[src/rtl/id_ex_stage.sv]
// ID/EX pipeline register with load-use hazard detection, bubble insertion
// and a saturating count of inserted bubbles.
module id_ex_stage #(
  parameter int XLEN  = 32,
  parameter int CNT_W = 16
) (
  input  logic             clk,
  input  logic             reset,
  input  logic [9:0]       id_control,
  input  logic             id_valid,
  input  logic [XLEN-1:0]  id_pc,
  input  logic [XLEN-1:0]  id_rs1_data,
  input  logic [XLEN-1:0]  id_rs2_data,
  input  logic [XLEN-1:0]  id_imm,
  input  logic [4:0]       id_rs1,
  input  logic [4:0]       id_rs2,
  input  logic [4:0]       id_rd,
  input  logic [2:0]       id_funct3,
  input  logic             flush,
  output logic [9:0]       ex_control,
  output logic             ex_valid,
  output logic [XLEN-1:0]  ex_pc,
  output logic [XLEN-1:0]  ex_rs1_data,
  output logic [XLEN-1:0]  ex_rs2_data,
  output logic [XLEN-1:0]  ex_imm,
  output logic [4:0]       ex_rs1,
  output logic [4:0]       ex_rs2,
  output logic [4:0]       ex_rd,
  output logic [2:0]       ex_funct3,
  output logic             stall,
  output logic [CNT_W-1:0] bubble_count
);

  logic       ex_is_load;
  logic       rd_match;
  logic       cnt_max;
  logic [9:0] load_control;

  // jal/jalr/auipc also assert memread; the branch bit tells them apart from loads
  assign ex_is_load = ex_valid & ex_control[3] & ~ex_control[1];
  assign rd_match   = (ex_rd != 5'd0) & ((ex_rd == id_rs1) | (ex_rd == id_rs2));
  assign stall      = id_valid & ex_is_load & rd_match;
  assign cnt_max    = &bubble_count;

  // memtoreg is only trusted for real loads so stray decoder values never reach WB
  always_comb begin
    load_control = '0;
    if (id_valid) begin
      load_control[9:1] = id_control[9:1];
      load_control[0]   = id_control[0] & id_control[3] & ~id_control[1];
    end
  end

  always_ff @(posedge clk or posedge reset) begin
    if (reset) begin
      ex_control   <= '0;
      ex_valid     <= 1'b0;
      ex_pc        <= '0;
      ex_rs1_data  <= '0;
      ex_rs2_data  <= '0;
      ex_imm       <= '0;
      ex_rs1       <= '0;
      ex_rs2       <= '0;
      ex_rd        <= '0;
      ex_funct3    <= '0;
      bubble_count <= '0;
    end else if (flush) begin
      ex_control <= '0;
      ex_valid   <= 1'b0;
    end else if (stall) begin
      ex_control <= '0;
      ex_valid   <= 1'b0;
      if (!cnt_max) bubble_count <= bubble_count + 1'b1;
    end else begin
      ex_control  <= load_control;
      ex_valid    <= id_valid;
      ex_pc       <= id_pc;
      ex_rs1_data <= id_rs1_data;
      ex_rs2_data <= id_rs2_data;
      ex_imm      <= id_imm;
      ex_rs1      <= id_rs1;
      ex_rs2      <= id_rs2;
      ex_rd       <= id_rd;
      ex_funct3   <= id_funct3;
    end
  end

endmodule

[config.mk]
export PLATFORM = sky130hd
export DESIGN_NAME = id_ex_stage
export DESIGN_NICKNAME = d
export VERILOG_FILES = /design/src/rtl/id_ex_stage.sv
export SDC_FILE = /design/constraint.sdc
export NUM_CORES = 1
export LEC_CHECK = 0
export ABC_AREA = 1
export BUFFER_PORTS_ARGS = -buffer_cell sky130_fd_sc_hd__buf_2
export CORE_MARGIN = 4
export CORE_UTILIZATION = 35
export CTS_CLUSTER_DIAMETER = 40
export CTS_CLUSTER_SIZE = 12
export DETAILED_ROUTE_END_ITERATION = 8
export PLACE_DENSITY = 0.74
export SYNTH_ARGS = -nofsm -noshare
export SYNTH_HDL_FRONTEND = slang
export SYNTH_SLANG_ARGS = --single-unit
[constraint.sdc]
create_clock -name clk -period 6.15 [get_ports clk]
set_input_delay 0.3075 -clock clk [delete_from_list [all_inputs] [get_ports clk]]
set_output_delay 0.3075 -clock clk [all_outputs]
set_load 0.1 [all_outputs]
# Yosys cells after proc, flatten, opt, wreduce, memory -nomap -nowiden
# Cells that the tools add are included.
# Widths: inputs -> output; s select.
word_totals:
  register_bits: 173
  latch_bits: 0
  ramBits: 0
  mem_bits_ro: 0
  in_bits: 160
  output_inout_bits: 174
  word_cells: 36
  n_memories: 0
classes:
  n_addsub: 1
  n_mul: 0
  div: 0
  order_cmp: 0
  n_eq_ne: 2
  shift: 0
  muxes: 5
  bitwise_logic: 13
  reduce_logical: 4
op_table:
  columns: ["operator", "n"]
  rows:
  - ["$mux 10", 3]
  - ["$add 16x1->16 const B", 1]
  - ["$reduce_and 16->1", 1]
  - ["$eq 5x5->1", 2]
  - ["$and 1x1->1", 7]
  - ["$not 1->1", 5]
  - ["$reduce_bool 5->1", 1]
  - ["$reduce_and 3->1", 1]
  - ["$mux 1", 2]
  - ["$reduce_and 2->1", 1]
  - ["$or 1x1->1", 1]

# Logic depth before layout (Yosys ltp)
logic_depth:
  ltp_word: 6
  depth_mapped: 12
  mapped_depth_nobuf: 10

# Least setup slack after synthesis
# OpenSTA, ideal clock, no wires.
synth_timing:
  kind: "register -> output"
  startpoint: "register ex_rd[1]"
  endpoint: "output port stall"
  arrival_time_ns: 2.436
  slack_ns: 3.406
  stages_incl_launch_ff: 10
  path_buffers: 1
  path_cell_list: "dfrtp_1 > inv_1 > nand2_1 > nand2_1 > nor2_1 > nand3_1 > nand2_2 > nand2_4 > clkbuf_1 > inv_1"
synth_via:
  elab_chain_cells: 4
  elab_cells_between_ends: 6
  classes_between: "eq/ne: 2; bitwise: 3; reduce/logical: 1"
synth_rtl:
  columns: ["element", "line_no", "source"]
  rows:
  - ["from (decl)", "28", "output logic [4:0] ex_rd,"]
  - ["from (signal assigned)", "83", "ex_rd <= id_rd;"]
  - ["$eq 5x5->1", "41", "assign rd_match = (ex_rd != 5'd0) & ((ex_rd == id_rs1) | (ex_rd == id_rs2));"]
  - ["$or 1x1->1", "41", null]
  - ["$and 1x1->1 *", "41", null]
  - ["$and 1x1->1 *", "42", "assign stall = id_valid & ex_is_load & rd_match;"]
  - ["to (decl)", "30", "output logic stall,"]
# Every way passes the cells marked *; elsewhere a longest branch is shown, timed or not.

# Final worst setup path
layout_timing:
  startpoint: "register ex_rd[0]"
  endpoint: "output port stall"
# Same word-level chain as after synthesis.

==> metrics.md <==
| Metric | Value |
|---|---|
| Worst Setup End Kind | primary output |
| Clock tree buffer depth | 2 |
| Setup violations, final | 0 |
| Crit start category | register |
| Worst skew pair latency | 0.42 ns |
| Global placement routability congestion | 0.846 |
| Reg2reg setup slack | 2.59 ns |
| Max Slew Vio Count | 0 |
| DR vias/cell | 4.76 |
| Vias in the first global route | 6,611 |
| Power Total | 3.39 mW |
| Number of H-tree levels | 4 |
| Status | completed |
| IO Count | 334 |
| Starting Density | 36.0% |
| Multiplexer area fraction after synthesis | 0% |
| Routed wire length | 21.3 mm |
| RSZ-0062 raised after global routing | false |
| Leakage power | 5.66 nW |
| Pin count of the biggest net entering global routing | 101 |
| Chip height | 154 um |
| Req. time, crit path | 5.84 ns |
| Share of layout cells above drive strength 1 | 32.0% |
| Synth Area in Adders | 0.169% |
| Hpwl dp | 15.1 mm |
| Core area | 20,600 um^2 |
| Post-synth EDFFs | 0 |
| First-pass GRT wire length | 34.1 mm |
| Area occupied by multi-input gates | 2660 um^2 |
| CP Data Arrival Time | 3.29 ns |
| Slew at the pin closest to its max-slew limit | 1.05 ns |
| Simple-Gate Fraction of Synth Area | 34.6% |
| Largest family of logic cells by synthesized area | simple AND/OR/NAND/NOR gates |
| CTS tree | done |
| Synth Net Count | 1,031 |
| List of most frequent post-synthesis cells | nand2_1, dfrtp_1, nand3_1 |
| Synthesized area | 7410 um^2 |
| Violation count after the first detailed-routing iteration | 459 |
| Cell Pwr Density | 347 nW/um^2 |
| Crit path max fanout | 86 |
| CP Cell Sequence | nand2_1 -> inv_1 -> nor2_1 -> nor2_1 -> nand3_1 -> nand2_2 -> nand2_4 -> buf_4 -> inv_1 -> buf_2 |
| Clk root buf | clkbuf_16 |
| MaxCap Viol Count | 0 |
| Initial antenna violation count | 2 |
| GRT Total Usage | 17.5% |
| Post-Syn Area per Cell | 8.52 um^2 |
| Fmax | 278 MHz |
| Clk sinks | 173 |
| Critical-path top delay cell | nand2_4 |
| DRC violations left | 0 |
| Syn Inst Count | 870 |
| Synth area leaders | dfrtp_1, nand2_1, nand3_1 |
| Drt pass-1 iters | 5 |
| Area grow syn2layout | 31.8% |
| Final hold vios | 0 |
| Synthesis warning total | 0 |
| Fin Setup TNS | 0 ns |
| Sequential area share after synthesis | 58.4% |
| Post-synthesis cell type count | 22 |
| Clock-pin slew on the worst setup and hold paths | 0.08 ns |
| Post-cts repair resize count | 0 |
| Cts bufs inserted | 17 |
| CP max stage delay | 0.73 ns |
| Die span in x | 154 um |
| Full die area | 23,600 um^2 |
| Synth Area in Compound Gates | 0.0675% |
| Total gr overflow | 0 |
| Total number of vias | 6,933 |
| Max VDD drop | 0.000167 V |
| Critical path class | reg -> out |
| Final Net Count | 1,334 |
| Fin crit share | 58.4% |
| Synth Register Bits | 173 |
| Clock Skew | 0.0177 ns |
| # rows | 52 |
| Seq. cell area | 4330 um^2 |
| Number of fill cells | 2,012 |
| Max_slew headroom | 29.7% |
| Post-layout min period | 3.59 ns |
| Cell with the most instances after synthesis | nand2_1 |
| Share of flip-flops with an asynchronous set or reset | 100% |
| Routed Antenna Nets | 0 |
| Ys flop type | dfrtp_1 |
| Synth Area in XOR/XNOR | 1.06% |
| Share of the synthesized area in the top cell type | 58.4% |
| Post-synth top area cell | dfrtp_1 |
| Routed WL per cell | 14.6 um |
| PortBufs | 333 |
| Hold Path Class | in -> reg |
worst max-delay path, delay by kind of cell, from the launching register on:
family / cells / cell delay (ns)
flops: 1 / 0.45
simple gates: 6 / 1.25
buf+inv: 4 / 1.11
placed cells by master (no fill, tap or decap), drive strengths merged:
cell	Yosys	layout
ha	1	1
bufinv	0	2
xnor2	6	6
xor2	3	3
nor2	31	31
nand3b	3	3
clkbuf	20	17
clkinv	0	3
dfrtp	173	173
nand3	165	165
nand4	21	21
nand2	382	382
clkinvlp	0	1
inv	26	35
o21ai	1	1
buf	35	338
nor3	2	2
dlygate4sd3	0	1
diode	0	2
and2	1	1
timing repair:
action | in CTS | in global routing
buffers inserted | 0 | 0
hold endpoints to repair | 44 | 0
hold buffers | 1 | 0
metal layers:
metal  global-route usage (%)  vias to the layer above  share of wire [%]
met3                     4.02                       40                6.9
met2                     28.5                      278                 49
met5                        0                        -                  0
li1                         -                     3387                  -
met1                     22.9                     3228                 41
met4                     6.48                        0                2.8
state kept, by name, summed over array words and instances (netlist names):
register,flops
ex_rs1_data,32
ex_valid,1
ex_control,10
ex_rs2,5
ex_rs2_data,32
ex_imm,32
bubble_count,16
ex_rs1,5
ex_pc,32
ex_funct3,3
ex_rd,5
where the power goes:
group	internal (mW)	switching, mW	leakage [nW]
clock network	0.622	0.493	0.300
logic	0.150	0.845	3.21
registers	1.23	0.0518	2.15
total	2.00	1.39	5.66
kinds of logic after synthesis:
kind of cell / after synthesis
compound gates: 1
buf+inv: 81
fa+ha+maj: 1
simple gates: 605
xor+xnor: 9
flops: 173
area by class of cell:
class                      count  area share, %
antenna                        2         0.0512
clock buffer                  17           4.35
clock inverter                15           1.95
inverter                      26           1.08
multi-input combinational    616           27.3
sequential                   173           44.3
tap                          270           3.46
timing repair buffer         339           17.5
final timing paths:
check / depth (start not counted) / startpoint / to
min in group asynchronous: 3 / reset / ex_rs2_data[25]
worst min-delay path: 3 / id_imm[18] / ex_imm[18]
worst min register to register: 2 / ex_pc[5] / ex_pc[5]
worst max-delay path: 10 / ex_rd[0] / stall
worst max register to register: 11 / ex_rd[1] / ex_rs2_data[4]
max in group asynchronous: 4 / reset / ex_rd[3]
stage by stage:
step | util (%) | instances | setup slack (ns) | hold WS, ns | cell area (um^2)
floorplan | - | 870 | 1.15 | 0.441 | 7410
global placement | 44.4 | 1423 | 2.27 | 0.350 | 9140
detailed placement | 44.4 | 1423 | 2.26 | 0.355 | 9140
CTS | 47.5 | 1456 | 2.45 | 0.0948 | 9760
global route | 47.5 | 1458 | 2.12 | 0.103 | 9770
finish | 47.5 | 1458 | 2.56 | 0.115 | 9770
No activity file was read; power rests on OpenSTA's default activity.
